## src/rtl/sram_fifo_pkg.sv

```systemverilog
// ============================================================================
// Module      : sram_fifo_pkg
// Description : Shared macro geometry and sizing helpers for the banked FIFO.
// Revision    : 1.0 - initial release
// ============================================================================
`default_nettype none

package sram_fifo_pkg;

    localparam int MACRO_WIDTH = 8;
    localparam int MACRO_DEPTH = 16;

    // Number of 8-bit macro lanes needed to hold one word.
    function automatic int lanes(input int data_width);
        return data_width / MACRO_WIDTH;
    endfunction

    // Bank-select bits taken from the top of the pointer; zero for one bank.
    function automatic int bank_bits(input int num_banks);
        return (num_banks > 1) ? $clog2(num_banks) : 0;
    endfunction

endpackage

`default_nettype wire

```

## src/rtl/sky130_sram_1r1w_8x16.sv

```systemverilog
// ============================================================================
// Module      : sky130_sram_1r1w_8x16
// Description : Behavioural model of the 8x16 1r1w macro, 1-cycle read latency.
// Revision    : 1.0 - initial release
// ============================================================================
`default_nettype none

module sky130_sram_1r1w_8x16 (
    input  logic       clk0,
    input  logic       csb0,
    input  logic [3:0] addr0,
    input  logic [7:0] din0,
    input  logic       clk1,
    input  logic       csb1,
    input  logic [3:0] addr1,
    output logic [7:0] dout1
);

    logic [7:0] r_mem [16];

    always_ff @(posedge clk0) begin
        if (!csb0) begin
            r_mem[addr0] <= din0;
        end
    end

    always_ff @(posedge clk1) begin
        if (!csb1) begin
            dout1 <= r_mem[addr1];
        end
    end

endmodule

`default_nettype wire

```

## src/rtl/sram_bank_array.sv

```systemverilog
// ============================================================================
// Module      : sram_bank_array
// Description : NUM_BANKS x lanes array of 1r1w macros; pure storage.
// Revision    : 1.0 - initial release
// ============================================================================
`default_nettype none

module sram_bank_array
    import sram_fifo_pkg::*;
#(
    parameter int DATA_WIDTH = 8,
    parameter int NUM_BANKS  = 2,
    parameter int ADDR_WIDTH = $clog2(MACRO_DEPTH * NUM_BANKS)
) (
    input  logic                  clk,
    input  logic                  wen,
    input  logic [ADDR_WIDTH-1:0] waddr,
    input  logic [DATA_WIDTH-1:0] wdata,
    input  logic                  ren,
    input  logic [ADDR_WIDTH-1:0] raddr,
    output logic [DATA_WIDTH-1:0] rdata
);

    localparam int c_LANES     = lanes(DATA_WIDTH);
    localparam int c_BANK_BITS = bank_bits(NUM_BANKS);
    localparam int c_SEL_W     = (c_BANK_BITS > 0) ? c_BANK_BITS : 1;

    logic [c_SEL_W-1:0]    w_wbank;
    logic [c_SEL_W-1:0]    w_rbank;
    logic [DATA_WIDTH-1:0] w_bank_dout [NUM_BANKS];

    generate
        if (c_BANK_BITS > 0) begin : g_multi_bank
            logic [c_SEL_W-1:0] r_rbank;

            assign w_wbank = waddr[ADDR_WIDTH-1 -: c_BANK_BITS];
            assign w_rbank = raddr[ADDR_WIDTH-1 -: c_BANK_BITS];

            // The mux follows the bank of the read that was issued, since the
            // read pointer has already moved on when the data appears.
            always_ff @(posedge clk) begin
                if (ren) begin
                    r_rbank <= w_rbank;
                end
            end

            assign rdata = w_bank_dout[r_rbank];
        end else begin : g_single_bank
            assign w_wbank = '0;
            assign w_rbank = '0;
            assign rdata   = w_bank_dout[0];
        end

        for (genvar b = 0; b < NUM_BANKS; b++) begin : g_bank
            localparam logic [c_SEL_W-1:0] c_BANK_ID = c_SEL_W'(b);
            logic                  w_csb0;
            logic                  w_csb1;
            logic [DATA_WIDTH-1:0] w_dout;

            assign w_csb0         = ~(wen & (w_wbank == c_BANK_ID));
            assign w_csb1         = ~(ren & (w_rbank == c_BANK_ID));
            assign w_bank_dout[b] = w_dout;

            for (genvar l = 0; l < c_LANES; l++) begin : g_lane
                sky130_sram_1r1w_8x16 u_macro (
                    .clk0  (clk),
                    .csb0  (w_csb0),
                    .addr0 (waddr[3:0]),
                    .din0  (wdata[l*MACRO_WIDTH +: MACRO_WIDTH]),
                    .clk1  (clk),
                    .csb1  (w_csb1),
                    .addr1 (raddr[3:0]),
                    .dout1 (w_dout[l*MACRO_WIDTH +: MACRO_WIDTH])
                );
            end
        end
    endgenerate

endmodule

`default_nettype wire

```

## src/rtl/sram_fifo_banked.sv

```systemverilog
// ============================================================================
// Module      : sram_fifo_banked
// Description : FWFT FIFO on banked SRAM macros with a 2-entry output buffer.
// Revision    : 1.0 - initial release
// ============================================================================
`default_nettype none

module sram_fifo_banked
    import sram_fifo_pkg::*;
#(
    parameter int DATA_WIDTH = 8,
    parameter int BANK_DEPTH = MACRO_DEPTH,
    parameter int NUM_BANKS  = 2,
    parameter int RAM_DEPTH  = BANK_DEPTH * NUM_BANKS,
    parameter int ADDR_WIDTH = $clog2(RAM_DEPTH)
) (
    input  logic                  clk,
    input  logic                  rst,
    input  logic                  push,
    input  logic [DATA_WIDTH-1:0] wdata,
    output logic                  full,
    input  logic                  pop,
    output logic [DATA_WIDTH-1:0] rdata,
    output logic                  rvalid,
    output logic [ADDR_WIDTH:0]   count,
    output logic                  overflow,
    output logic                  underflow
);

    localparam int c_CNT_W = ADDR_WIDTH + 1;
    localparam logic [ADDR_WIDTH-1:0] c_PTR_ONE = ADDR_WIDTH'(1);

    logic [ADDR_WIDTH-1:0] r_wptr;
    logic [ADDR_WIDTH-1:0] r_rptr;
    logic [c_CNT_W-1:0]    r_mem_cnt;
    logic                  r_inflight;
    logic [1:0]            r_ob_cnt;
    logic [DATA_WIDTH-1:0] r_ob_head;
    logic [DATA_WIDTH-1:0] r_ob_tail;
    logic                  r_overflow;
    logic                  r_underflow;

    logic                  w_push_acc;
    logic                  w_pop_acc;
    logic [2:0]            w_ob_demand;
    logic                  w_issue;
    logic [DATA_WIDTH-1:0] w_ram_rdata;
    logic [1:0]            w_ob_cnt_nxt;
    logic [DATA_WIDTH-1:0] w_ob_head_nxt;
    logic [DATA_WIDTH-1:0] w_ob_tail_nxt;

    assign count     = r_mem_cnt + c_CNT_W'(r_inflight) + c_CNT_W'(r_ob_cnt);
    assign full      = (count == c_CNT_W'(RAM_DEPTH));
    assign rvalid    = (r_ob_cnt != 2'd0);
    assign rdata     = r_ob_head;
    assign overflow  = r_overflow;
    assign underflow = r_underflow;

    assign w_push_acc  = push & ~full;
    assign w_pop_acc   = pop & rvalid;
    // Buffer slots still claimed after this cycle's pop; never negative
    // because a pop is only accepted with at least one word buffered.
    assign w_ob_demand = {1'b0, r_ob_cnt} + {2'b00, r_inflight} - {2'b00, w_pop_acc};
    assign w_issue     = (r_mem_cnt != '0) && (w_ob_demand < 3'd2);

    sram_bank_array #(
        .DATA_WIDTH (DATA_WIDTH),
        .NUM_BANKS  (NUM_BANKS),
        .ADDR_WIDTH (ADDR_WIDTH)
    ) u_array (
        .clk   (clk),
        .wen   (w_push_acc),
        .waddr (r_wptr),
        .wdata (wdata),
        .ren   (w_issue),
        .raddr (r_rptr),
        .rdata (w_ram_rdata)
    );

    always_comb begin
        w_ob_cnt_nxt  = r_ob_cnt;
        w_ob_head_nxt = r_ob_head;
        w_ob_tail_nxt = r_ob_tail;
        case ({w_pop_acc, r_inflight})
            2'b10: begin
                w_ob_head_nxt = r_ob_tail;
                w_ob_cnt_nxt  = r_ob_cnt - 2'd1;
            end
            2'b01: begin
                if (r_ob_cnt == 2'd0) begin
                    w_ob_head_nxt = w_ram_rdata;
                end else begin
                    w_ob_tail_nxt = w_ram_rdata;
                end
                w_ob_cnt_nxt = r_ob_cnt + 2'd1;
            end
            2'b11: begin
                if (r_ob_cnt == 2'd1) begin
                    w_ob_head_nxt = w_ram_rdata;
                end else begin
                    w_ob_head_nxt = r_ob_tail;
                    w_ob_tail_nxt = w_ram_rdata;
                end
            end
            default: ;
        endcase
    end

    always_ff @(posedge clk) begin
        if (rst) begin
            r_wptr      <= '0;
            r_rptr      <= '0;
            r_mem_cnt   <= '0;
            r_inflight  <= 1'b0;
            r_ob_cnt    <= 2'd0;
            r_ob_head   <= '0;
            r_ob_tail   <= '0;
            r_overflow  <= 1'b0;
            r_underflow <= 1'b0;
        end else begin
            if (w_push_acc) begin
                r_wptr <= r_wptr + c_PTR_ONE;
            end
            if (w_issue) begin
                r_rptr <= r_rptr + c_PTR_ONE;
            end
            r_mem_cnt  <= r_mem_cnt + c_CNT_W'(w_push_acc) - c_CNT_W'(w_issue);
            r_inflight <= w_issue;
            r_ob_cnt   <= w_ob_cnt_nxt;
            r_ob_head  <= w_ob_head_nxt;
            r_ob_tail  <= w_ob_tail_nxt;
            if (push && full) begin
                r_overflow <= 1'b1;
            end
            if (pop && !rvalid) begin
                r_underflow <= 1'b1;
            end
        end
    end

endmodule

`default_nettype wire

```

## config.mk

```make
export PLATFORM = sky130hd
export DESIGN_NAME = sram_fifo_banked
export DESIGN_NICKNAME = d
export VERILOG_FILES = /design/src/rtl/sram_fifo_pkg.sv /design/src/rtl/sky130_sram_1r1w_8x16.sv /design/src/rtl/sram_bank_array.sv /design/src/rtl/sram_fifo_banked.sv
export SDC_FILE = /design/constraint.sdc
export NUM_CORES = 1
export LEC_CHECK = 0
export CAP_MARGIN = 5
export CORE_AREA = 2 2 171 173
export DETAILED_ROUTE_END_ITERATION = 8
export DIE_AREA = 0 0 173 175
export PLACE_DENSITY = 0.72
export SYNTH_ARGS = -nofsm -noshare
export SYNTH_HDL_FRONTEND = slang
export SYNTH_SLANG_ARGS = --single-unit
```

## constraint.sdc

```tcl
create_clock -name clk -period 4.4 [get_ports clk]
set_input_delay 0.88 -clock clk [delete_from_list [all_inputs] [get_ports clk]]
set_output_delay 0.88 -clock clk [all_outputs]
set_load 0.01 [all_outputs]
```

Yosys cells after proc, flatten, opt, wreduce, memory -nomap -nowiden
Memories as Yosys holds them, arrays and structs flattened. A register that Yosys moved wholly into a read port is not among the register bits.
Cells that the tools add are included.
{ "totals": {"mem_bits_ro": 0, "reg_bits": 38, "n_memories": 2, "latchBits": 0, "wordCells": 66, "ram_bits": 256, "out_inout_bits": 18, "in_bits": 12} }
{ "mem_list": {"columns": ["name", "depth", "width", "rd", "rd_clocked_by_memory_dff", "wr", "line_no", "rtl"], "rows": [
  ["u_array.g_bank[0].g_lane[0].u_macro.r_mem", 16, 8, 1, 1, 1, "sky130_sram_1r1w_8x16.sv:19", "logic [7:0] r_mem [16];"],
  ["u_array.g_bank[1].g_lane[0].u_macro.r_mem", 16, 8, 1, 1, 1, "sky130_sram_1r1w_8x16.sv:19", null]
]} }
{ "classes": {"addsub": 10, "n_mul": 0, "order_cmp": 2, "muxes": 12, "div_mod_pow": 0, "reduce_logical": 12, "n_bitwise": 10, "eq_ne": 8, "shifts": 0} }
{ "ops": {"columns": ["op", "n"], "rows": [
  ["two-way mux 8 bit", 7],
  ["case mux 8 bit (3 select lines)", 1],
  ["case mux 8 bit (2 select lines)", 1],
  ["adder 6 x 1 -> 6 bit", 2],
  ["adder 5 x 1 -> 5 bit (second input constant)", 2],
  ["adder 6 x 2 -> 6 bit", 1],
  ["bitwise AND 1 bit", 6],
  ["equality test 6 bit (second input constant)", 1],
  ["!= test 2 bit (second input constant)", 3],
  ["nonzero test 2 bit", 3],
  ["nonzero test 6 bit", 1],
  ["subtractor 6 x 1 -> 6 bit", 1],
  ["equality test 2 x 1 -> 1 bit (second input constant)", 2],
  ["equality test 2 bit (second input constant)", 2],
  ["case mux 2 bit (2 select lines)", 1],
  ["adder 2 x 1 -> 3 bit", 1],
  ["logical AND 1 bit", 3],
  ["less-than comparator 3 x 2 -> 1 bit (second input constant)", 1],
  ["NOT 1 bit", 3],
  ["AND reduction 3 bit", 1],
  ["nonzero test 3 bit", 1],
  ["subtractor 3 x 1 -> 3 bit", 1],
  ["adder 2 x 1 -> 2 bit (second input constant)", 1],
  [">= comparator 2 bit (second input constant)", 1],
  ["6 further kinds", 7]
]} }

Longest topological paths before layout
Gate-level depths: netlist of the first run.
{ "logic_depth": {"ltp_word": 7, "depth_mapped": 17, "mapped_depth_nobuf": 17} }

Hierarchy
From an unflattened synthesis of the first run, not the netlist that was laid out.
{ "unflattened": {"cells_unflattened": 723, "area_unflattened_um2": 12834.8} }
{ "by_module_without_submodules": {"columns": ["mod", "seq_area_each_um2", "cells_per_inst", "instances", "area_each_um2"], "rows": [
  ["sky130_sram_1r1w_8x16 at u_array.g_bank[0].g_lane[0].u_macro", 4083.9, 235, 1, 5270.1],
  ["sky130_sram_1r1w_8x16 at u_array.g_bank[1].g_lane[0].u_macro", 4083.9, 235, 1, 5255.0],
  ["sram_fifo_banked", 740.7, 239, 1, 2128.3],
  ["sram_bank_array", 30.0, 14, 1, 181.4]
]} }

Worst setup path before layout of the first run
No wires, ideal clock.
{ "synth_path": {"path_type": "reg2reg", "start": "register r_inflight", "end": "register r_mem_cnt[5]", "required_time_ps": 4294, "path_buffers": 1, "period_less_slack_ps": 3773, "slack_ps": 627, "path_stages_with_launch": 15, "setup_ps": 106, "arrival_ps": 3667, "path_cell_list": "dfxtp_1 > fa_1 > fa_1 > or3_1 > a311o_1 > o31a_1 > clkinv_2 > buf_6 > ha_1 > inv_1 > ha_1 > a21o_1 > a21o_1 > a211o_1 > o311ai_0"} }
{ "synth_via": {"elab_chain_len": 7, "word_cells_on_any_way": 11, "cone_classes": "6 x add/sub; 1 x order compare; 1 x eq/ne; 2 x bitwise; 1 x reduce/logical"} }
{ "synth_rtl": {"columns": ["item", "line_no", "rtl"], "rows": [
  ["start, declared", "sram_fifo_banked.sv:36", "logic r_inflight;"],
  ["start signal, assigned", "sram_fifo_banked.sv:128", "r_inflight <= w_issue;"],
  ["adder 6 x 1 -> 6 bit", "sram_fifo_banked.sv:52", "assign count = r_mem_cnt + c_CNT_W'(r_inflight) + c_CNT_W'(r_ob_cnt);"],
  ["adder 6 x 2 -> 6 bit", "sram_fifo_banked.sv:52", null],
  ["equality test 6 bit", "sram_fifo_banked.sv:53", "assign full = (count == c_CNT_W'(RAM_DEPTH));"],
  ["NOT 1 bit", "sram_fifo_banked.sv:59", "assign w_push_acc = push & ~full;"],
  ["bitwise AND 1 bit", "sram_fifo_banked.sv:59", null],
  ["adder 6 x 1 -> 6 bit", "sram_fifo_banked.sv:127", "r_mem_cnt <= r_mem_cnt + c_CNT_W'(w_push_acc) - c_CNT_W'(w_issue);"],
  ["subtractor 6 x 1 -> 6 bit (*)", "sram_fifo_banked.sv:127", null],
  ["end signal, assigned", "sram_fifo_banked.sv:127", null],
  ["end, declared", "sram_fifo_banked.sv:35", "logic [c_CNT_W-1:0] r_mem_cnt;"]
]} }
Every way passes the cells marked *; elsewhere a longest branch is shown, timed or not.
A chain may end at the register's enable or synchronous reset.

Worst setup path in the final report of the first run
{ "layout_path": {"start": "register r_inflight", "end": "output port full"} }
{ "layout_via": {"elab_chain_len": 3} }
{ "layout_rtl": {"columns": ["item", "line_no", "rtl"], "rows": [
  ["adder 6 x 1 -> 6 bit", "sram_fifo_banked.sv:52", null],
  ["adder 6 x 2 -> 6 bit", "sram_fifo_banked.sv:52", null],
  ["equality test 6 bit", "sram_fifo_banked.sv:53", null],
  ["end, declared", "sram_fifo_banked.sv:21", "output logic full,"]
]} }
Every way passes these cells.

==> metrics.log, run 1 <==
INFO  metric outcome = completed
INFO  metric synth_compound_area_frac = 0.04490
INFO  metric drc_violation_count_after_routing = 0
INFO  metric post_synth_instance_area = 12650 um2
INFO  metric cts-buffers-inserted = 30
INFO  metric worst_setup_path_start = r_inflight$_SDFF_PP0_
INFO  metric port_buffers = 29
INFO  metric max_cap_viol_count = 0
INFO  metric yosys.area.top_type_share = 0.6479
INFO  metric register_area = 8946 um2
INFO  metric synth.top_cells.by_area = edfxtp_1 65%, mux4_2 11%, dfxtp_1 5.9%
INFO  metric reg2regPathDepth = 13
INFO  metric die-height = 175 um
INFO  metric netSwitchingFraction = 0.2929
INFO  metric post-route-min-period = 4.179 ns
INFO  metric synth.distinct_cells = 51
INFO  metric final_hold_violation_count = 0
INFO  metric irDropWorstVdd = 0.0002999 V
INFO  metric critPathRequiredTime = 3.52 ns
INFO  metric wire_length_of_the_first_global_routing_pass = 39.24 mm
INFO  metric worst_slack = 0.2214 ns
INFO  metric worst_setup_end_kind = output pin
INFO  metric grt_overflow_total = 0
INFO  metric synthesis.nets = 766
INFO  metric total_of_endpoints_with_negative_setup_slack_in_the_final_report = 0
INFO  metric num_io_pins = 30
INFO  metric hpwlAfterDp = 15.77 mm
INFO  metric diodes = 0
INFO  metric p_leak = 4.644 nW
INFO  metric gp_routability_congestion = 0.7719
INFO  metric postSynth.asyncResetShare = 0
INFO  metric root_buffer = clkbuf_16
INFO  metric timing.rr.start = r_inflight$_SDFF_PP0_
INFO  metric synth-simple-area-share = 0.06349
INFO  metric die_area = 30280 um2
INFO  metric finalNetCount = 826
INFO  metric critical_path_class = flip-flop to output pin
INFO  metric rsz0062_at_grt = no
INFO  metric cts-hold-fix-buffers = 0
INFO  metric r2r_slack = 0.64 ns
INFO  metric fp.dieW = 173 um
INFO  metric power.internal = 0.006013 W
INFO  metric area_of_the_core_region = 28390 um2
INFO  metric detail_route.first_pass.iterations = 5
INFO  metric cts_max_level = 1
INFO  metric skew = 0.03513 ns
INFO  metric cts.sinks = 310
INFO  metric clk_pin_slew_worst_paths = 0.06 ns
INFO  metric period_share = 0.9497
INFO  metric utilization_after_layout = 0.5108
INFO  metric leading_cell_types_in_the_layout_fill_and_taps_excluded = 273 x edfxtp_1, 64 x mux4_2, 47 x nand2_1
INFO  metric part_of_the_power_in_the_clock_network = 0.291
INFO  metric gr-usage-all-layers = 0.1670
INFO  metric crit_path_end = full
INFO  metric postSynthAreaPerCell = 17.31 um2
INFO  metric grt_start_max_net_pins = 44
INFO  metric synthesis.instances = 731
INFO  metric routed_wirelength = 25.06 mm
INFO  metric post_synthesis_cell_type_with_the_largest_combined_area = edfxtp_1
INFO  metric grt_pass1_vias = 6739
INFO  metric total_switching_power = 0.002491 W
INFO  metric number_of_antenna_violations_at_the_first_check_in_global_routing = 0
INFO  metric layout-area-overhead-vs-synth = 14.62%
INFO  metric fill_cells = 2269
INFO  metric largest_family_of_logic_cells_by_synthesized_area = multiplexers
INFO  metric tightest_slew = 1.251 ns
INFO  metric clock_latency_on_the_worst_skew_pair = 0.57 ns
INFO  metric rr_endpoint = r_mem_cnt[5]$_SDFF_PP0_
INFO  metric multi_input_area = 3457 um2
INFO  metric worst_setup_path_start_kind = flip-flop
INFO  metric floorplan.rows = 62
INFO  metric cts.path.max_buffers = 3
INFO  metric share_comb_of_total_power = 0.268
INFO  metric initial_core_util = 0.4456
INFO  metric drive_gt1_frac = 0.2039
INFO  metric pre_cts_ws = 0.1919 ns
INFO  metric route.detailed.wl_per_inst = 20.92 um
INFO  metric drt.antenna.violating_nets = 0
INFO  metric cts_tree = built
INFO  metric cp_max_fo = 8
INFO  metric yosys.area_share.adder = 0.02512
INFO  metric synth_enable_flop_cells = 273
INFO  metric drt_iter0_drc = 595
INFO  metric ys.flop_type = edfxtp_1
INFO  metric placed_cell_area = 13520 um2
INFO  metric part_of_the_yosys_area_used_for_sequential_elements = 0.7065
INFO  metric share_seq_of_total_power = 0.441
INFO  metric crit_arrival = 3.30 ns
INFO  metric power.density_cell_area = 586.5 nW/um2
INFO  metric setup_tns = 0 ns
INFO  metric multiplexer_fraction_of_the_synthesized_cell_area = 0.1319
INFO  metric route.detailed.vias_per_inst = 5.532
INFO  metric synth.yosys.warnings = 0
INFO  metric via_count = 6627
INFO  metric synthXorXnorAreaFrac = 0.007615
INFO  metric mostFrequentLayoutCell = edfxtp_1
INFO  metric slew_viol_final = 0
INFO  metric min_path_type = flip-flop to flip-flop
INFO  metric slew-limit-headroom = 0.1632
INFO  metric fin_area = 14500 um2
INFO  metric timing.fmax = 0.2393 GHz
INFO  metric postSynthRegisterBits = 310
==> layer usage <==
layer / part of all wire / wire (um) / track usage / vias to the layer above
li1: - / - / - / 3000
met4: 0.019 / 465 / 0.03778 / 0
met1: 0.43 / 10790 / 0.2371 / 3376
met3: 0.061 / 1524 / 0.02198 / 37
met5: 0 / 0 / 0 / -
met2: 0.49 / 12280 / 0.2780 / 214
==> per-stage QoR <==
| stage | instances | hold slack (ns) | power, W |
|---|---|---|---|
| after floorplan | 731 | 0.4585 | 0.005363 |
| after global placement | 1142 | 0.4688 | 0.006063 |
| after detailed placement | 1142 | 0.4699 | 0.006105 |
| after CTS | 1197 | 0.4878 | 0.008578 |
| after global routing | 1198 | 0.5270 | 0.008932 |
| final | 1198 | 0.4872 | 0.008504 |
==> logic make-up (layout without fill, tap and decap cells) <==
logic type,after synthesis,in the layout
flops,310,310
simple gates,166,166
mux,85,85
compound gates,78,78
buf+inv,58,141
fa+ha+maj,23,23
xor+xnor,11,11
==> cells in the mapped netlist, drive strengths merged, types with 3 or more instances <==
| cell type | count |
|---|---|
| nand4 | 4 |
| nand2b | 12 |
| mux2 | 11 |
| inv | 18 |
| nor3 | 33 |
| a21oi | 8 |
| a31oi | 19 |
| mux2i | 10 |
| a211oi | 24 |
| buf | 18 |
| mux4 | 64 |
| dfxtp | 37 |
| nor2b | 20 |
| edfxtp | 273 |
| xnor2 | 6 |
| fa | 4 |
| nand2 | 47 |
| xor2 | 5 |
| nand3b | 3 |
| nor2 | 36 |
| ha | 19 |
| a22oi | 8 |
| clkbuf | 21 |
==> registers in the layout (all words and copies together) (netlist names), 2 cells and up <==
signal                               count
u_array.g_bank.g_lane.u_macro.dout1     16
r_wptr                                   5
rdata                                    8
u_array.g_bank.g_lane.u_macro.r_mem    256
r_rptr                                   5
r_ob_tail                                8
r_mem_cnt                                6
r_ob_cnt                                 2
==> power by group through the flow <==
stage | logic, W | clock network [W] | registers [W]
4_1_cts | 0.00230 | 0.00252 | 0.00376
5_1_grt | 0.00251 | 0.00262 | 0.00380
6_report | 0.00228 | 0.00248 | 0.00375
2_1_floorplan | 0.00174 | 0 | 0.00362
3_5_place_dp | 0.00228 | 0 | 0.00382
3_3_place_gp | 0.00225 | 0 | 0.00381
==> final cells by class <==
class | instances | share of cell area
Sequential cell | 310 | 0.6169
Multi-Input combinational cell | 363 | 0.2384
Clock buffer | 35 | 0.05306
Timing Repair Buffer | 67 | 0.04021
Tap cell | 384 | 0.03313
Clock inverter | 20 | 0.01329
Inverter | 19 | 0.005004
==> repair_timing <==
item                                    in CTS  in global routing
resized for setup                            0                  1
hold endpoints to repair                     0                  0
endpoints found under the setup margin       0                  1
setup buffers                                0                  0
==> how the worst min path moves through the flow <==
stage / startpoint / to / slack, ns / cells past startpoint
final: overflow$_SDFFE_PP0P_ / overflow$_SDFFE_PP0P_ / 0.49 / 2
after floorplan: r_rptr[4]$_SDFFE_PP0N_ / u_array.g_multi_bank.r_rbank$_DFFE_PN_ / 0.46 / 0
after CTS: overflow$_SDFFE_PP0P_ / overflow$_SDFFE_PP0P_ / 0.49 / 2
after detailed placement: overflow$_SDFFE_PP0P_ / overflow$_SDFFE_PP0P_ / 0.47 / 2
after global routing: r_ob_tail[7]$_SDFFE_PP0P_ / r_ob_tail[7]$_SDFFE_PP0P_ / 0.53 / 2
after global placement: overflow$_SDFFE_PP0P_ / overflow$_SDFFE_PP0P_ / 0.47 / 2
==> critical path: stages, from the launching register on <==
cell             delay [ns]
dfxtp_1                0.39
fa_1                   0.48
fa_2                   0.40
or3_1                  0.38
a311o_1                0.36
nor3_1                 0.16
clkdlybuf4s50_1        0.57
(Power assumes the default switching activity.)
==> run 2, diff against run 1 <==
--- a/config.mk
+++ b/config.mk
@@ -10,6 +10,7 @@
 export DETAILED_ROUTE_END_ITERATION = 8
 export DIE_AREA = 0 0 173 175
 export PLACE_DENSITY = 0.72
+export SETUP_SLACK_MARGIN = 0.4
 export SYNTH_ARGS = -nofsm -noshare
 export SYNTH_HDL_FRONTEND = slang
 export SYNTH_SLANG_ARGS = --single-unit
==> metrics.log, run 2 (synthesis gave the netlist of run 1 again) <==
INFO  metric cts_tree = built (unchanged)
INFO  metric cts.path.max_buffers = 3 (unchanged)
INFO  metric crit_arrival = 2.94 ns (was 3.30 ns)
INFO  metric cts-hold-fix-buffers = 0 (unchanged)
INFO  metric min_path_type = flip-flop to flip-flop (unchanged)
INFO  metric route.detailed.wl_per_inst = 20.90 um (was 20.92 um)
INFO  metric die_area = 30280 um2 (unchanged)
INFO  metric fp.dieW = 173 um (unchanged)
INFO  metric cts.sinks = 310 (unchanged)
INFO  metric utilization_after_layout = 0.5108 (about the same)
INFO  metric tightest_slew = 1.243 ns (was 1.251 ns)
INFO  metric hpwlAfterDp = 15.77 mm (unchanged)
INFO  metric mostFrequentLayoutCell = edfxtp_1 (unchanged)
INFO  metric finalNetCount = 826 (unchanged)
INFO  metric drt_iter0_drc = 585 (was 595)
INFO  metric die-height = 175 um (unchanged)
INFO  metric port_buffers = 29 (unchanged)
INFO  metric num_io_pins = 30 (unchanged)
INFO  metric layout-area-overhead-vs-synth = 14.64% (was 14.62%)
INFO  metric clk_pin_slew_worst_paths = 0.06 ns (about the same)
INFO  metric finish.cell_count_without_fillers = 1198 (unchanged)
INFO  metric period_share = 0.8689 (was 0.9497)
INFO  metric critical_path.most_common_cell = fa_2
INFO  metric clock_latency_on_the_worst_skew_pair = 0.57 ns (about the same)
INFO  metric timing.hold.ws = 0.4872 ns (about the same)
INFO  metric critical_path_class = flip-flop to output pin (unchanged)
INFO  metric leading_cell_types_in_the_layout_fill_and_taps_excluded = 273 x edfxtp_1, 64 x mux4_2, 47 x nand2_1 (unchanged)
INFO  metric post_cts.repair.setup_buffers = 0 (unchanged)
INFO  metric total_of_endpoints_with_negative_setup_slack_in_the_final_report = 0 (unchanged)
INFO  metric worst_setup_path_start_kind = flip-flop (unchanged)
INFO  metric p_leak = 4.647 nW (was 4.644 nW)
INFO  metric outcome = completed (unchanged)
INFO  metric rsz0062_at_grt = no (unchanged)
INFO  metric critPathRequiredTime = 3.52 ns (about the same)
INFO  metric largestRegisters = u_array.g_bank.g_lane.u_macro.r_mem (256), u_array.g_bank.g_lane.u_macro.dout1 (16) (unchanged)
INFO  metric drive_gt1_frac = 0.2064 (was 0.2039)
INFO  metric power.density_cell_area = 586.4 nW/um2 (was 586.5 nW/um2)
INFO  metric post-route-min-period = 3.823 ns (was 4.179 ns)
INFO  metric irDropWorstVdd = 0.0002996 V (was 0.0002999 V)
INFO  metric routed_wirelength = 25.04 mm (was 25.06 mm)
INFO  metric top_register = u_array.g_bank.g_lane.u_macro.r_mem (unchanged)
INFO  metric grt_pass1_vias = 6740 (was 6739)
INFO  metric pre_cts_ws = 0.1919 ns (unchanged)
INFO  metric skew = 0.03454 ns (was 0.03513 ns)
INFO  metric number_of_antenna_violations_at_the_first_check_in_global_routing = 0 (unchanged)
INFO  metric fill_cells = 2268 (was 2269)
INFO  metric grt_overflow_total = 0 (unchanged)
INFO  metric area_of_the_core_region = 28390 um2 (unchanged)
INFO  metric detail_route.first_pass.iterations = 5 (unchanged)
INFO  metric grt_start_max_net_pins = 44 (unchanged)
INFO  metric drt.antenna.violating_nets = 0 (unchanged)
INFO  metric place.detailed.instances = 1142 (unchanged)
INFO  metric worst_setup_end_kind = output pin (unchanged)
INFO  metric diodes = 0 (unchanged)
INFO  metric drc_violation_count_after_routing = 0 (unchanged)
INFO  metric gr-usage-all-layers = 0.1670 (about the same)
INFO  metric cts-buffers-inserted = 30 (unchanged)
INFO  metric final_hold_violation_count = 0 (unchanged)
INFO  metric crit_path_cell_chain = fa_2 > fa_2 > or3_1 > a311o_1 > nor3_1 > dlygate4sd2_1 (was fa_1 > fa_2 > or3_1 > a311o_1 > nor3_1 > clkdlybuf4s50_1)
INFO  metric slew_viol_final = 0 (unchanged)
INFO  metric max_cap_viol_count = 0 (unchanged)
INFO  metric slew-limit-headroom = 0.1685 (was 0.1632)
INFO  metric worst_slack = 0.5767 ns (was 0.2214 ns)
INFO  metric via_count = 6628 (was 6627)
INFO  metric cts_max_level = 1 (unchanged)
INFO  metric route.detailed.vias_per_inst = 5.533 (was 5.532)
INFO  metric timing.fmax = 0.2616 GHz (was 0.2393 GHz)
INFO  metric wire_length_of_the_first_global_routing_pass = 39.23 mm (was 39.24 mm)
INFO  metric cp_max_fo = 8 (unchanged)
INFO  metric initial_core_util = 0.4456 (unchanged)
INFO  metric floorplan.rows = 62 (unchanged)
INFO  metric largest_register_ff_count = 256 (unchanged)
INFO  metric gp_routability_congestion = 0.7719 (unchanged)
INFO  metric cp_slowest_stage_delay = 0.42 ns (was 0.57 ns)
INFO  metric setup_tns = 0 ns (unchanged)
INFO  metric slowest_stage = fa_2 (was clkdlybuf4s50_1)
INFO  metric root_buffer = clkbuf_16 (unchanged)
[run 2: cell types whose count changed in the layout (fill, tap and decap cells not counted)]
cell	previous run	this run
clkdlybuf4s50_1	29	28
dfxtp_1	33	32
dfxtp_2	3	4
dlygate4sd2_1	0	1
fa_1	3	2
fa_2	1	2
[run 2: critical path, delay by kind of cell, from the launching register on]
kind	cells	cell delay (ns)
compound gates	1	0.36
simple gates	2	0.53
fa+ha+maj	2	0.81
buf+inv	1	0.30
flops	1	0.39
[run 2: power breakdown]
group | total [W] | internal, W | switching, W
combinational | 0.00228 | 0.00113 | 0.00115
clock | 0.00248 | 0.00142 | 0.00105
sequential | 0.00375 | 0.00346 | 0.000292
[run 2: final cells by class]
cell class	count	area, um2	share of cell area
well taps	384	480.5	0.03313
repair buffers	67	581.8	0.04011
clock inverters	20	192.7	0.01329
clock buffers	35	769.5	0.05305
flip-flops and latches	310	8947	0.6169
inverters	19	72.57	0.005003
multi-input cells	363	3460	0.2385
[run 2: metal layers]
layer	vias up	GRT usage	routed length [um]
li1	3000	-	-
met3	37	0.02198	1419
met1	3375	0.2369	10870
met5	-	0	0
met4	0	0.03778	465
met2	216	0.2780	12280
[run 2: timing repair]
item	4_1_cts	5_1_grt
endpoints found under the setup margin	1	3
gates resized for setup	2	2
endpoints found under the hold margin	0	0
[run 2: through the flow]
stage,power [W],area (um2)
final,0.008505,14500
after global routing,0.008935,14500
after CTS,0.008578,14490
after detailed placement,0.006105,13520
after global placement,0.006063,13520
after floorplan,0.005363,12650
[run 2: final timing paths]
check,from,end,slack [ns],depth (start not counted)
setup / recovery,r_inflight$_SDFF_PP0_,full,0.58,6
hold / removal,overflow$_SDFFE_PP0P_,overflow$_SDFFE_PP0P_,0.49,2
setup reg to reg,r_inflight$_SDFF_PP0_,r_mem_cnt[5]$_SDFF_PP0_,0.70,13
hold reg to reg,overflow$_SDFFE_PP0P_,overflow$_SDFFE_PP0P_,0.49,2
==> run 3, diff against run 2 <==
==> constraint.sdc (replaced) <==
create_clock -name clk -period 4.1 [get_ports clk]
set_input_delay 0.82 -clock clk [delete_from_list [all_inputs] [get_ports clk]]
set_output_delay 0.82 -clock clk [all_outputs]
set_load 0.1 [all_outputs]
==> metrics.log, run 3 (synthesis gave the netlist of run 1 again) <==
INFO  metric grt_start_max_net_pins = 68 (was 44)
INFO  metric grt_pass1_vias = 6490 (was 6740)
INFO  metric critical_path_class = flip-flop to output pin (unchanged)
INFO  metric min_path_type = flip-flop to flip-flop (unchanged)
INFO  metric worst_hold_path.endpoint = rdata[7]$_SDFFE_PP0P_ (was overflow$_SDFFE_PP0P_)
INFO  metric drive_gt1_frac = 0.2365 (was 0.2064)
INFO  metric initial_core_util = 0.4456 (unchanged)
INFO  metric timing.rr.start = r_inflight$_SDFF_PP0_ (unchanged)
INFO  metric slew_viol_final = 0 (unchanged)
INFO  metric fp.dieW = 173 um (unchanged)
INFO  metric r2r_slack = 0.44 ns (was 0.70 ns)
INFO  metric timing.fmax = 0.2675 GHz
INFO  metric route.detailed.vias_per_inst = 5.518 (was 5.533)
INFO  metric p_leak = 4.645 nW (was 4.647 nW)
INFO  metric grt.busiest_layer = met2 (unchanged)
INFO  metric hp-start = rdata[7]$_SDFFE_PP0P_ (was overflow$_SDFFE_PP0P_)
INFO  metric period_share = 0.9117
INFO  metric crit_arrival = 2.92 ns (was 2.94 ns)
INFO  metric drt.antenna.violating_nets = 0 (unchanged)
INFO  metric detail_route.first_pass.iterations = 4 (was 5)
INFO  metric worstHoldPathCells = 2 (unchanged)
INFO  metric port_buffers = 29 (unchanged)
INFO  metric cts-hold-fix-buffers = 0 (unchanged)
INFO  metric cts.path.max_buffers = 3 (unchanged)
INFO  metric reg2regPathDepth = 13 (unchanged)
INFO  metric area_of_the_core_region = 28390 um2 (unchanged)
INFO  metric worst_setup_end_kind = output pin (unchanged)
INFO  metric worst_setup_path_start_kind = flip-flop (unchanged)
INFO  metric gp_routability_congestion = 0.7634 (was 0.7719)
INFO  metric total_of_endpoints_with_negative_setup_slack_in_the_final_report = 0 (unchanged)
INFO  metric via_count = 6622 (was 6628)
INFO  metric leading_cell_types_in_the_layout_fill_and_taps_excluded = 273 x edfxtp_1, 64 x mux4_2, 47 x nand2_1 (unchanged)
INFO  metric skew = 0.007282 ns (was 0.03454 ns)
INFO  metric critPathRequiredTime = 3.28 ns (was 3.52 ns)
INFO  metric clk_pin_slew_worst_paths = 0.06 ns (about the same)
INFO  metric slew-limit-headroom = 0.1799 (was 0.1685)
INFO  metric drt_iter0_drc = 715 (was 585)
INFO  metric cts_tree = built (unchanged)
INFO  metric grt_use_met2 = 0.2665 (was 0.2780)
INFO  metric floorplan.rows = 62 (unchanged)
INFO  metric layout-area-overhead-vs-synth = 14.67% (was 14.64%)
INFO  metric mostFrequentLayoutCell = edfxtp_1 (unchanged)
INFO  metric top_register = u_array.g_bank.g_lane.u_macro.r_mem (unchanged)
INFO  metric cts_max_level = 1 (unchanged)
INFO  metric critical-path-top-delay-family = adder cells (unchanged)
INFO  metric route.detailed.wl_per_inst = 21.09 um (was 20.90 um)
INFO  metric largestRegisters = u_array.g_bank.g_lane.u_macro.r_mem (256), u_array.g_bank.g_lane.u_macro.dout1 (16) (unchanged)
INFO  metric root_buffer = clkbuf_16 (unchanged)
INFO  metric worst_slack = 0.3620 ns (was 0.5767 ns)
INFO  metric die-height = 175 um (unchanged)
INFO  metric hpwlAfterDp = 15.55 mm (was 15.77 mm)
INFO  metric power.density_cell_area = 673.9 nW/um2 (was 586.4 nW/um2)
INFO  metric finalNetCount = 827 (was 826)
INFO  metric largest_register_ff_count = 256 (unchanged)
INFO  metric setup_tns = 0 ns (unchanged)
INFO  metric drc_violation_count_after_routing = 0 (unchanged)
INFO  metric diodes = 0 (unchanged)
INFO  metric final_hold_violation_count = 0 (unchanged)
INFO  metric critical_path.most_common_cell = fa_2 (unchanged)
INFO  metric die_area = 30280 um2 (unchanged)
INFO  metric clock_latency_on_the_worst_skew_pair = 0.56 ns (was 0.57 ns)
INFO  metric irDropWorstVdd = 0.0004234 V (was 0.0002996 V)
INFO  metric fill_cells = 2287 (was 2268)
INFO  metric number_of_antenna_violations_at_the_first_check_in_global_routing = 0 (unchanged)
INFO  metric globalRouteMet1Util = 0.2423 (was 0.2369)
INFO  metric grt_overflow_total = 0 (unchanged)
INFO  metric cp_slowest_stage_delay = 0.42 ns (about the same)
INFO  metric global_route_met3_usage = 0.02480 (was 0.02198)
INFO  metric pre_cts_ws = 0.1042 ns (was 0.1919 ns)
INFO  metric cts-buffers-inserted = 30 (unchanged)
INFO  metric cp_max_fo = 8 (unchanged)
INFO  metric gr-usage-all-layers = 0.1662 (was 0.1670)
INFO  metric rr_endpoint = r_mem_cnt[5]$_SDFF_PP0_ (unchanged)
INFO  metric rsz0062_at_grt = yes (was no)
INFO  metric wire_length_of_the_first_global_routing_pass = 38.83 mm (was 39.23 mm)
INFO  metric cts.sinks = 310 (unchanged)
INFO  metric post-route-min-period = 3.738 ns
INFO  metric cp_num_buf_inv = 1 (unchanged)
INFO  metric routed_wirelength = 25.31 mm (was 25.04 mm)
INFO  metric crit_path_cell_chain = fa_2 > fa_2 > or3_1 > a311o_1 > nor3_2 > buf_6 (was fa_2 > fa_2 > or3_1 > a311o_1 > nor3_1 > dlygate4sd2_1)
INFO  metric outcome = completed (unchanged)
INFO  metric num_io_pins = 30 (unchanged)
INFO  metric slowest_stage = fa_2 (unchanged)
INFO  metric max_cap_viol_count = 0 (unchanged)
INFO  metric tightest_slew = 1.226 ns (was 1.243 ns)
## run 3: layout make-up
class,instances,area (um2),area share
multi-input combinational,363,3511,0.2420
clock buffer,38,790.8,0.05451
sequential,310,8952,0.6171
timing repair buffer,68,576.8,0.03976
inverter,19,76.32,0.005261
tap,384,480.5,0.03312
clock inverter,18,120.1,0.008279
## run 3: tightest hold or removal path: stages (launching register included)
cell and delay [ns]:
dfxtp_1 0.30, nor2_1 0.09, a211oi_1 0.05
## run 3: what timing repair did
item	in CTS	in global routing
pin swaps	3	3
hold endpoints to repair	0	0
setup endpoints to repair	2	76
buffers inserted	3	1
resized for setup	1	10
## run 3: worst max path at each step
stage                                  from                                                         end  slack (ns)  depth (start not counted)
finish                r_inflight$_SDFF_PP0_                                                        full        0.36                          6
CTS                 r_mem_cnt[0]$_SDFF_PP0_  u_array.g_bank[1].g_lane[0].u_macro.r_mem[11][1]$_DFFE_PP_        0.40                          9
global route          r_inflight$_SDFF_PP0_  u_array.g_bank[0].g_lane[0].u_macro.r_mem[11][4]$_DFFE_PP_        0.26                          9
floorplan           r_mem_cnt[0]$_SDFF_PP0_                                                        full        0.28                          5
detailed placement                      pop                                     r_mem_cnt[5]$_SDFF_PP0_        0.10                         15
global placement                        pop                                     r_mem_cnt[4]$_SDFF_PP0_        0.21                         16
## run 3: stage by stage
stage | total power, W | instance area [um2] | utilization | cells | hold WS (ns)
finish | 0.009776 | 14510 | 0.5110 | 1200 | 0.4942
global route | 0.01023 | 14510 | 0.5110 | 1200 | 0.5176
CTS | 0.009802 | 14440 | 0.5087 | 1198 | 0.4964
detailed placement | 0.007242 | 13510 | 0.4757 | 1139 | 0.4799
global placement | 0.007197 | 13510 | 0.4757 | 1139 | 0.4681
floorplan | 0.006475 | 12670 | - | 731 | 0.4585
## run 3: per-layer routing
metal  vias up  share of wire
met5         -              0
met4         0          0.017
met3        33          0.061
met2       211           0.47
met1      3364           0.45
li1       3014              -
## run 3: power by group
group          leakage, nW  switching (W)  total (W)  internal (W)
Sequential            2.77       0.000344    0.00406       0.00372
Clock                0.449        0.00112    0.00255       0.00142
Combinational         1.42        0.00193    0.00317       0.00124
Total                 4.64        0.00340    0.00978       0.00638
